==> src/rtl/input_stage_if.sv <==
// Sample-in / State0-out / State1-out handshake bundle for input_stage.
// Signal names match the original flat port list so bench and upstream wiring carry over unchanged.
interface input_stage_if #(
  parameter int unsigned NP    = 8,
  parameter int unsigned WF    = 5,
  parameter int unsigned DEPTH = 4
);
  localparam int unsigned DW = NP * WF;
  localparam int unsigned CW = $clog2(DEPTH + 1);

  logic          iMode;
  logic          iValid_AM_Sample;
  logic          oReady_AM_Sample;
  logic [DW-1:0] iData_AM_Sample;
  logic          oValid_BM_State0;
  logic          iReady_BM_State0;
  logic [DW-1:0] oData_BM_State0;
  logic          oValid_BM_State1;
  logic          iReady_BM_State1;
  logic [DW-1:0] oData_BM_State1;
  logic [CW-1:0] oCount;

  modport master (
    output iMode, iValid_AM_Sample, iData_AM_Sample, iReady_BM_State0, iReady_BM_State1,
    input  oReady_AM_Sample, oValid_BM_State0, oData_BM_State0,
           oValid_BM_State1, oData_BM_State1, oCount
  );

  modport slave (
    input  iMode, iValid_AM_Sample, iData_AM_Sample, iReady_BM_State0, iReady_BM_State1,
    output oReady_AM_Sample, oValid_BM_State0, oData_BM_State0,
           oValid_BM_State1, oData_BM_State1, oCount
  );
endinterface

==> src/rtl/input_stage.sv <==
// Network input stage: 1-entry forward pipe register to State0, plus a training-mode
// replay FIFO feeding State1 for the hidden layer's weight update.
module input_stage #(
  parameter int unsigned NP    = 8,
  parameter int unsigned WF    = 5,
  parameter int unsigned DEPTH = 4
) (
  input logic          iCLK,
  input logic          iRST,
  input_stage_if.slave bus
);
  localparam int unsigned   DW   = NP * WF;
  localparam int unsigned   PW   = $clog2(DEPTH);
  localparam int unsigned   CW   = $clog2(DEPTH + 1);
  localparam logic [PW-1:0] LAST = PW'(DEPTH - 1);
  localparam logic [CW-1:0] FULL = CW'(DEPTH);

  logic          s0_valid_q, s0_valid_d;
  logic [DW-1:0] s0_data_q, s0_data_d;
  logic [DW-1:0] mem_q [DEPTH];
  logic [DW-1:0] mem_d [DEPTH];
  logic [PW-1:0] wptr_q, wptr_d;
  logic [PW-1:0] rptr_q, rptr_d;
  logic [CW-1:0] count_q, count_d;
  logic          s0free, in_ready, in_xfer, push, pop;

  always_comb begin
    s0free   = !s0_valid_q || bus.iReady_BM_State0;
    // Full FIFO only throttles training input; inference input keeps flowing.
    in_ready = !iRST && s0free && (!bus.iMode || (count_q != FULL));
    in_xfer  = bus.iValid_AM_Sample && in_ready;
    push     = in_xfer && bus.iMode;
    pop      = (count_q != '0) && bus.iReady_BM_State1;

    s0_valid_d = s0_valid_q;
    s0_data_d  = s0_data_q;
    if (in_xfer) begin
      s0_valid_d = 1'b1;
      s0_data_d  = bus.iData_AM_Sample;
    end else if (s0_valid_q && bus.iReady_BM_State0) begin
      s0_valid_d = 1'b0;
    end

    mem_d  = mem_q;
    wptr_d = wptr_q;
    rptr_d = rptr_q;
    if (push) begin
      mem_d[wptr_q] = bus.iData_AM_Sample;
      wptr_d        = (wptr_q == LAST) ? '0 : wptr_q + PW'(1);
    end
    if (pop) begin
      rptr_d = (rptr_q == LAST) ? '0 : rptr_q + PW'(1);
    end

    case ({push, pop})
      2'b10:   count_d = count_q + CW'(1);
      2'b01:   count_d = count_q - CW'(1);
      default: count_d = count_q;
    endcase
  end

  always_ff @(posedge iCLK or posedge iRST) begin
    if (iRST) begin
      s0_valid_q <= 1'b0;
      s0_data_q  <= '0;
      wptr_q     <= '0;
      rptr_q     <= '0;
      count_q    <= '0;
      for (int unsigned i = 0; i < DEPTH; i++) mem_q[i] <= '0;
    end else begin
      s0_valid_q <= s0_valid_d;
      s0_data_q  <= s0_data_d;
      wptr_q     <= wptr_d;
      rptr_q     <= rptr_d;
      count_q    <= count_d;
      mem_q      <= mem_d;
    end
  end

  assign bus.oReady_AM_Sample = in_ready;
  assign bus.oValid_BM_State0 = s0_valid_q;
  assign bus.oData_BM_State0  = s0_data_q;
  assign bus.oValid_BM_State1 = (count_q != '0);
  assign bus.oData_BM_State1  = mem_q[rptr_q];
  assign bus.oCount           = count_q;
endmodule

==> src/flat_wrapper.sv <==
// flat-port wrapper written by rule: the top's interface ports become plain ports
module input_stage_flat 
#(
  parameter int unsigned NP    = 8,
  parameter int unsigned WF    = 5,
  parameter int unsigned DEPTH = 4
)
  (iCLK, iRST, bus_iMode, bus_iValid_AM_Sample, bus_iData_AM_Sample, bus_iReady_BM_State0, bus_iReady_BM_State1, bus_oReady_AM_Sample, bus_oValid_BM_State0, bus_oData_BM_State0, bus_oValid_BM_State1, bus_oData_BM_State1, bus_oCount);
  input_stage_if #(.NP(NP), .WF(WF), .DEPTH(DEPTH)) bus_i ();
  input logic iCLK;
  input logic iRST;
  input wire logic [$bits(bus_i.iMode)-1:0] bus_iMode;
  input wire logic [$bits(bus_i.iValid_AM_Sample)-1:0] bus_iValid_AM_Sample;
  input wire logic [$bits(bus_i.iData_AM_Sample)-1:0] bus_iData_AM_Sample;
  input wire logic [$bits(bus_i.iReady_BM_State0)-1:0] bus_iReady_BM_State0;
  input wire logic [$bits(bus_i.iReady_BM_State1)-1:0] bus_iReady_BM_State1;
  output wire logic [$bits(bus_i.oReady_AM_Sample)-1:0] bus_oReady_AM_Sample;
  output wire logic [$bits(bus_i.oValid_BM_State0)-1:0] bus_oValid_BM_State0;
  output wire logic [$bits(bus_i.oData_BM_State0)-1:0] bus_oData_BM_State0;
  output wire logic [$bits(bus_i.oValid_BM_State1)-1:0] bus_oValid_BM_State1;
  output wire logic [$bits(bus_i.oData_BM_State1)-1:0] bus_oData_BM_State1;
  output wire logic [$bits(bus_i.oCount)-1:0] bus_oCount;
  assign bus_i.iMode = bus_iMode;
  assign bus_i.iValid_AM_Sample = bus_iValid_AM_Sample;
  assign bus_i.iData_AM_Sample = bus_iData_AM_Sample;
  assign bus_i.iReady_BM_State0 = bus_iReady_BM_State0;
  assign bus_i.iReady_BM_State1 = bus_iReady_BM_State1;
  assign bus_oReady_AM_Sample = bus_i.oReady_AM_Sample;
  assign bus_oValid_BM_State0 = bus_i.oValid_BM_State0;
  assign bus_oData_BM_State0 = bus_i.oData_BM_State0;
  assign bus_oValid_BM_State1 = bus_i.oValid_BM_State1;
  assign bus_oData_BM_State1 = bus_i.oData_BM_State1;
  assign bus_oCount = bus_i.oCount;
  input_stage #(.NP(NP), .WF(WF), .DEPTH(DEPTH)) u_core (.iCLK(iCLK), .iRST(iRST), .bus(bus_i));
endmodule
==> config.mk <==
export PLATFORM = sky130hd
export DESIGN_NAME = input_stage_flat
export DESIGN_NICKNAME = d
export VERILOG_FILES = /design/src/rtl/input_stage_if.sv /design/src/rtl/input_stage.sv /design/src/flat_wrapper.sv
export SDC_FILE = /design/constraint.sdc
export NUM_CORES = 1
export LEC_CHECK = 0
export CAP_MARGIN = 30
export CORE_ASPECT_RATIO = 1.1
export CORE_UTILIZATION = 30
export CTS_CLUSTER_SIZE = 8
export DETAILED_ROUTE_END_ITERATION = 16
export MAX_ROUTING_LAYER = met4
export PLACE_DENSITY = 0.54
export SLEW_MARGIN = 0
export SYNTH_ARGS = -nofsm -noshare
export SYNTH_HDL_FRONTEND = slang
export SYNTH_SLANG_ARGS = --single-unit
export TNS_END_PERCENT = 50
==> constraint.sdc <==
create_clock -name iCLK -period 11.7 [get_ports iCLK]
set_clock_uncertainty 0.05 [all_clocks]
set_input_delay 1.17 -clock iCLK [delete_from_list [all_inputs] [get_ports iCLK]]
set_output_delay 1.17 -clock iCLK [all_outputs]
set_load 0.02 [all_outputs]
==> flow_summary.rst <==
.. list-table::
   :header-rows: 1

   * - Metric
     - Value
   * - Run status
     - finished, final reports clean
   * - Clock tree from TritonCTS
     - built
   * - Clock period minus final worst setup slack
     - 4180 ps
   * - First element of the critical path
     - bus_iMode
   * - Complex-gate fraction of the synthesized area
     - 0%
   * - Die area
     - between 30000 and 40000 sq um
   * - Overall track demand over capacity in global routing
     - 14.4%
   * - Main combinational cell family by area after synthesis
     - multiplexers
   * - Final ANT Viol Nets
     - 0
   * - Reg clk slew, reported paths
     - around 50 ps
   * - Post-detail-place hpwl
     - around 13000 um
   * - Cell area after layout
     - 11400 sq um
   * - Cell Area, Synth
     - 9010 sq um
   * - Clock tree root buffer cell
     - clkbuf_16
   * - Seq/Total Area, Yosys
     - approximately 58%
   * - Element type at the critical path start
     - input pin
   * - Total power consumption of the routed design
     - approximately 0.0033 W
   * - Adder and majority gate portion of the synthesized area
     - about 1.1%
   * - Aggregate global routing overflow
     - 0
   * - Core area
     - approximately 30000 sq um
   * - Net total in the final layout
     - a little over 700
   * - Total of buffers placed on input and output ports
     - between 100 and 150
   * - Layout cells sized above 1
     - 42.8%
   * - Global-route wire length before repair
     - between 30000 and 40000 um
   * - Clk_lat worst skew
     - between 500 and 600 ps
   * - Final clock period utilization by the worst path
     - 35.7%
   * - Die height
     - roughly 180 um
   * - Main synth FF type
     - dfrtp_1
   * - Post-synthesis share of cell area spent on xor and xnor gates
     - less than 1%
   * - Hold violation count in the final report
     - 0
   * - Post-synth cell types
     - 27
   * - Sum of negative setup slack
     - 0 ps
   * - Dominant cell by count in the synthesized netlist
     - dfrtp_1
   * - Arrival time of the worst setup path
     - 2960 ps
   * - Largest net degree at the start of global routing
     - about 130
   * - Maximum clock frequency
     - between 200 and 250 MHz
   * - Dominant cell type by area after synthesis
     - dfrtp_1
   * - Starting density of the core
     - a little under a third
   * - Min-delay src
     - u_core.mem_q[21]
   * - Setup repair after global routing missed its margin
     - false
   * - Synthesized netlist cell count
     - ~520
   * - Endpoint class of the critical path
     - output port
   * - Crit path max fanout
     - 7
   * - Post-CTS repair timing setup buffer count
     - 0
   * - Area growth from synthesis to layout
     - 27.0%
   * - Via count of the first global-routing pass
     - between 5k and 6k
   * - Worst Path Class, Setup
     - input pin to output port
   * - Top cells by area in the synthesized netlist
     - dfrtp_1, mux2_2, mux4_2, mux2_1, buf_4
   * - Standby leakage power
     - around 4.8 nW
   * - CTS Hold Buffers Added
     - 0
   * - # clock sinks
     - 208
   * - Crit path required time
     - between 10000 and 15000 ps
   * - Overall die width
     - ~170 um
   * - Detailed-routed wire length on met2
     - about 10000 um
   * - I/O Pins
     - roughly 130
   * - Highest routing layer actually used
     - met4
   * - Final setup violating endpoints
     - 0
   * - Most instantiated cells after synthesis
     - dfrtp_1, mux2_2, mux4_2, buf_4, mux2_1
   * - Wire length the detailed router placed on met1
     - a little over 9000 um
   * - DRT Pass-1 Iters
     - 4
   * - Transition time at the pin with the least slew margin
     - 940 ps
   * - Count of warnings emitted by yosys
     - 0
   * - Flops & latches, synth
     - around 210
   * - Num CTS Buffers
     - 29
   * - Drt first-iter violations
     - about 160
   * - Number of vias after detailed routing
     - 5029
   * - HP Class
     - flip-flop to flip-flop
   * - Routed wire length
     - slightly above 20000 um
   * - Number of remaining DRC errors
     - 0
   * - Async SR Flop Fraction
     - 100%
   * - Worst slew slack as a fraction of its limit
     - a little under two fifths
   * - Total nets after synthesis
     - approximately 580
   * - Number of antenna violations at the first check in global routing
     - 0
   * - Maximum clock insertion buffer count
     - 3
   * - Power per standard cell area
     - between 200 and 300 nW/um^2
   * - Post-synthesis share of cell area spent on and, or, nand and nor gates
     - roughly 2.1%
   * - Met3 layer wire length in the routed design
     - roughly 850 um
   * - Number of core rows
     - between 60 and 70
   * - Number of max-cap violations
     - 0
   * - Worst ir drop on vdd
     - between 100 and 150 uV
   * - H-tree levels
     - 1
   * - Share of the synthesized area in the top cell type
     - 57.8%
   * - Count of final max-slew check failures
     - 0
   * - R2r startpoint
     - u_core.bus.oCount[2]
   * - Filler cells
     - 2752
   * - Number of synthesized flops with an enable pin
     - 0
   * - Routed vias/inst
     - a little under 5
   * - Share of cell area taken by muxes after synthesis
     - between 30% and 40%
   * - Wire length per cell
     - around 20 um
   * - Placer congestion estimate
     - 0.696
   * - CTS resizes
     - 0
   * - Per-instance average area after synthesis
     - between 15 and 20 sq um
   * - Instance area at placement
     - 10700 sq um
   * - Final standard cell utilization of the core
     - 38.7%
-- cell usage in the layout, fill, tap and decap left out, types with 2 or more instances in the layout --
cell type,n
buf_4,10
buf_6,2
mux4_2,40
xor2_1,2
clkdlybuf4s50_1,131
ha_1,6
nor2_1,3
dfrtp_1,206
inv_1,7
nand2_1,2
nand3_1,4
clkbuf_16,29
mux2_1,13
mux2_2,191
buf_16,2
nor4_4,4
-- flip-flops by register name, summed over array words and instances (netlist names) --
name and count:
u_core.mem_q 160, u_core.bus.oCount 3, u_core.wptr_q 2, u_core.bus.oData_BM_State0 40, u_core.bus.oValid_BM_State0 1, u_core.rptr_q 2
-- stage by stage --
step / std cells / worst slack (ps) / hold slack, ps
after global routing: 1040 / 7410 / 447
after CTS: 1038 / 7520 / 435
final: 1041 / 7520 / 432
after global placement: 1006 / 7390 / 412
after floorplan: 524 / 4590 / 402
after detailed placement: 1008 / 7540 / 421
-- cells by family (layout without fill, tap and decap cells) --
| family | count (synthesis) | after routing |
|---|---|---|
| simple gates | 20 | 20 |
| buf+inv | 41 | 183 |
| xor+xnor | 3 | 3 |
| mux | 245 | 245 |
| fa+ha+maj | 7 | 7 |
| other cells | 0 | 1 |
| flops | 208 | 208 |
-- cell type report --
class | count | area (sq um) | area share [%]
flip-flops and latches | 208 | 5210 | 45.6
multi-input cells | 275 | 3530 | 30.8
repair buffers | 145 | 1460 | 12.8
clock buffers | 30 | 729 | 6.38
well taps | 374 | 468 | 4.09
inverters | 8 | 37.5 | 0.328
diodes | 1 | 2.50 | 0.0219
-- where the power goes --
part	internal, W	switching (W)
Sequential	0.00104	0.000208
Clock	0.000430	0.000281
Combinational	0.000774	0.000561
Total	0.00224	0.00105
-- path summary, 6_finish.rpt --
path / endpoint / slack, ps / cells after the start
max in group asynchronous: u_core.mem_q[103] / 9440 / 4
min in group asynchronous: u_core.wptr_q[0] / 1290 / 2
hold reg to reg: u_core.mem_q[21] / 430 / 1
setup / recovery: bus_oReady_AM_Sample / 7520 / 5
hold / removal: u_core.mem_q[21] / 430 / 1
setup reg to reg: u_core.mem_q[134] / 9120 / 5
-- metal layers --
metal | vias up | global-route usage, %
met5 | - | -
met4 | 0 | 3.93
met3 | 36 | 2.54
met2 | 115 | 24.0
met1 | 2684 | 18.1
li1 | 2194 | -
-- worst max-delay path: stages --
cell and delay, ps:
clkdlybuf4s50_1 530, nor4bb_2 230, buf_4 190, nor3_1 180, clkdlybuf4s50_1 660
No activity file was read; power rests on OpenSTA's default activity.
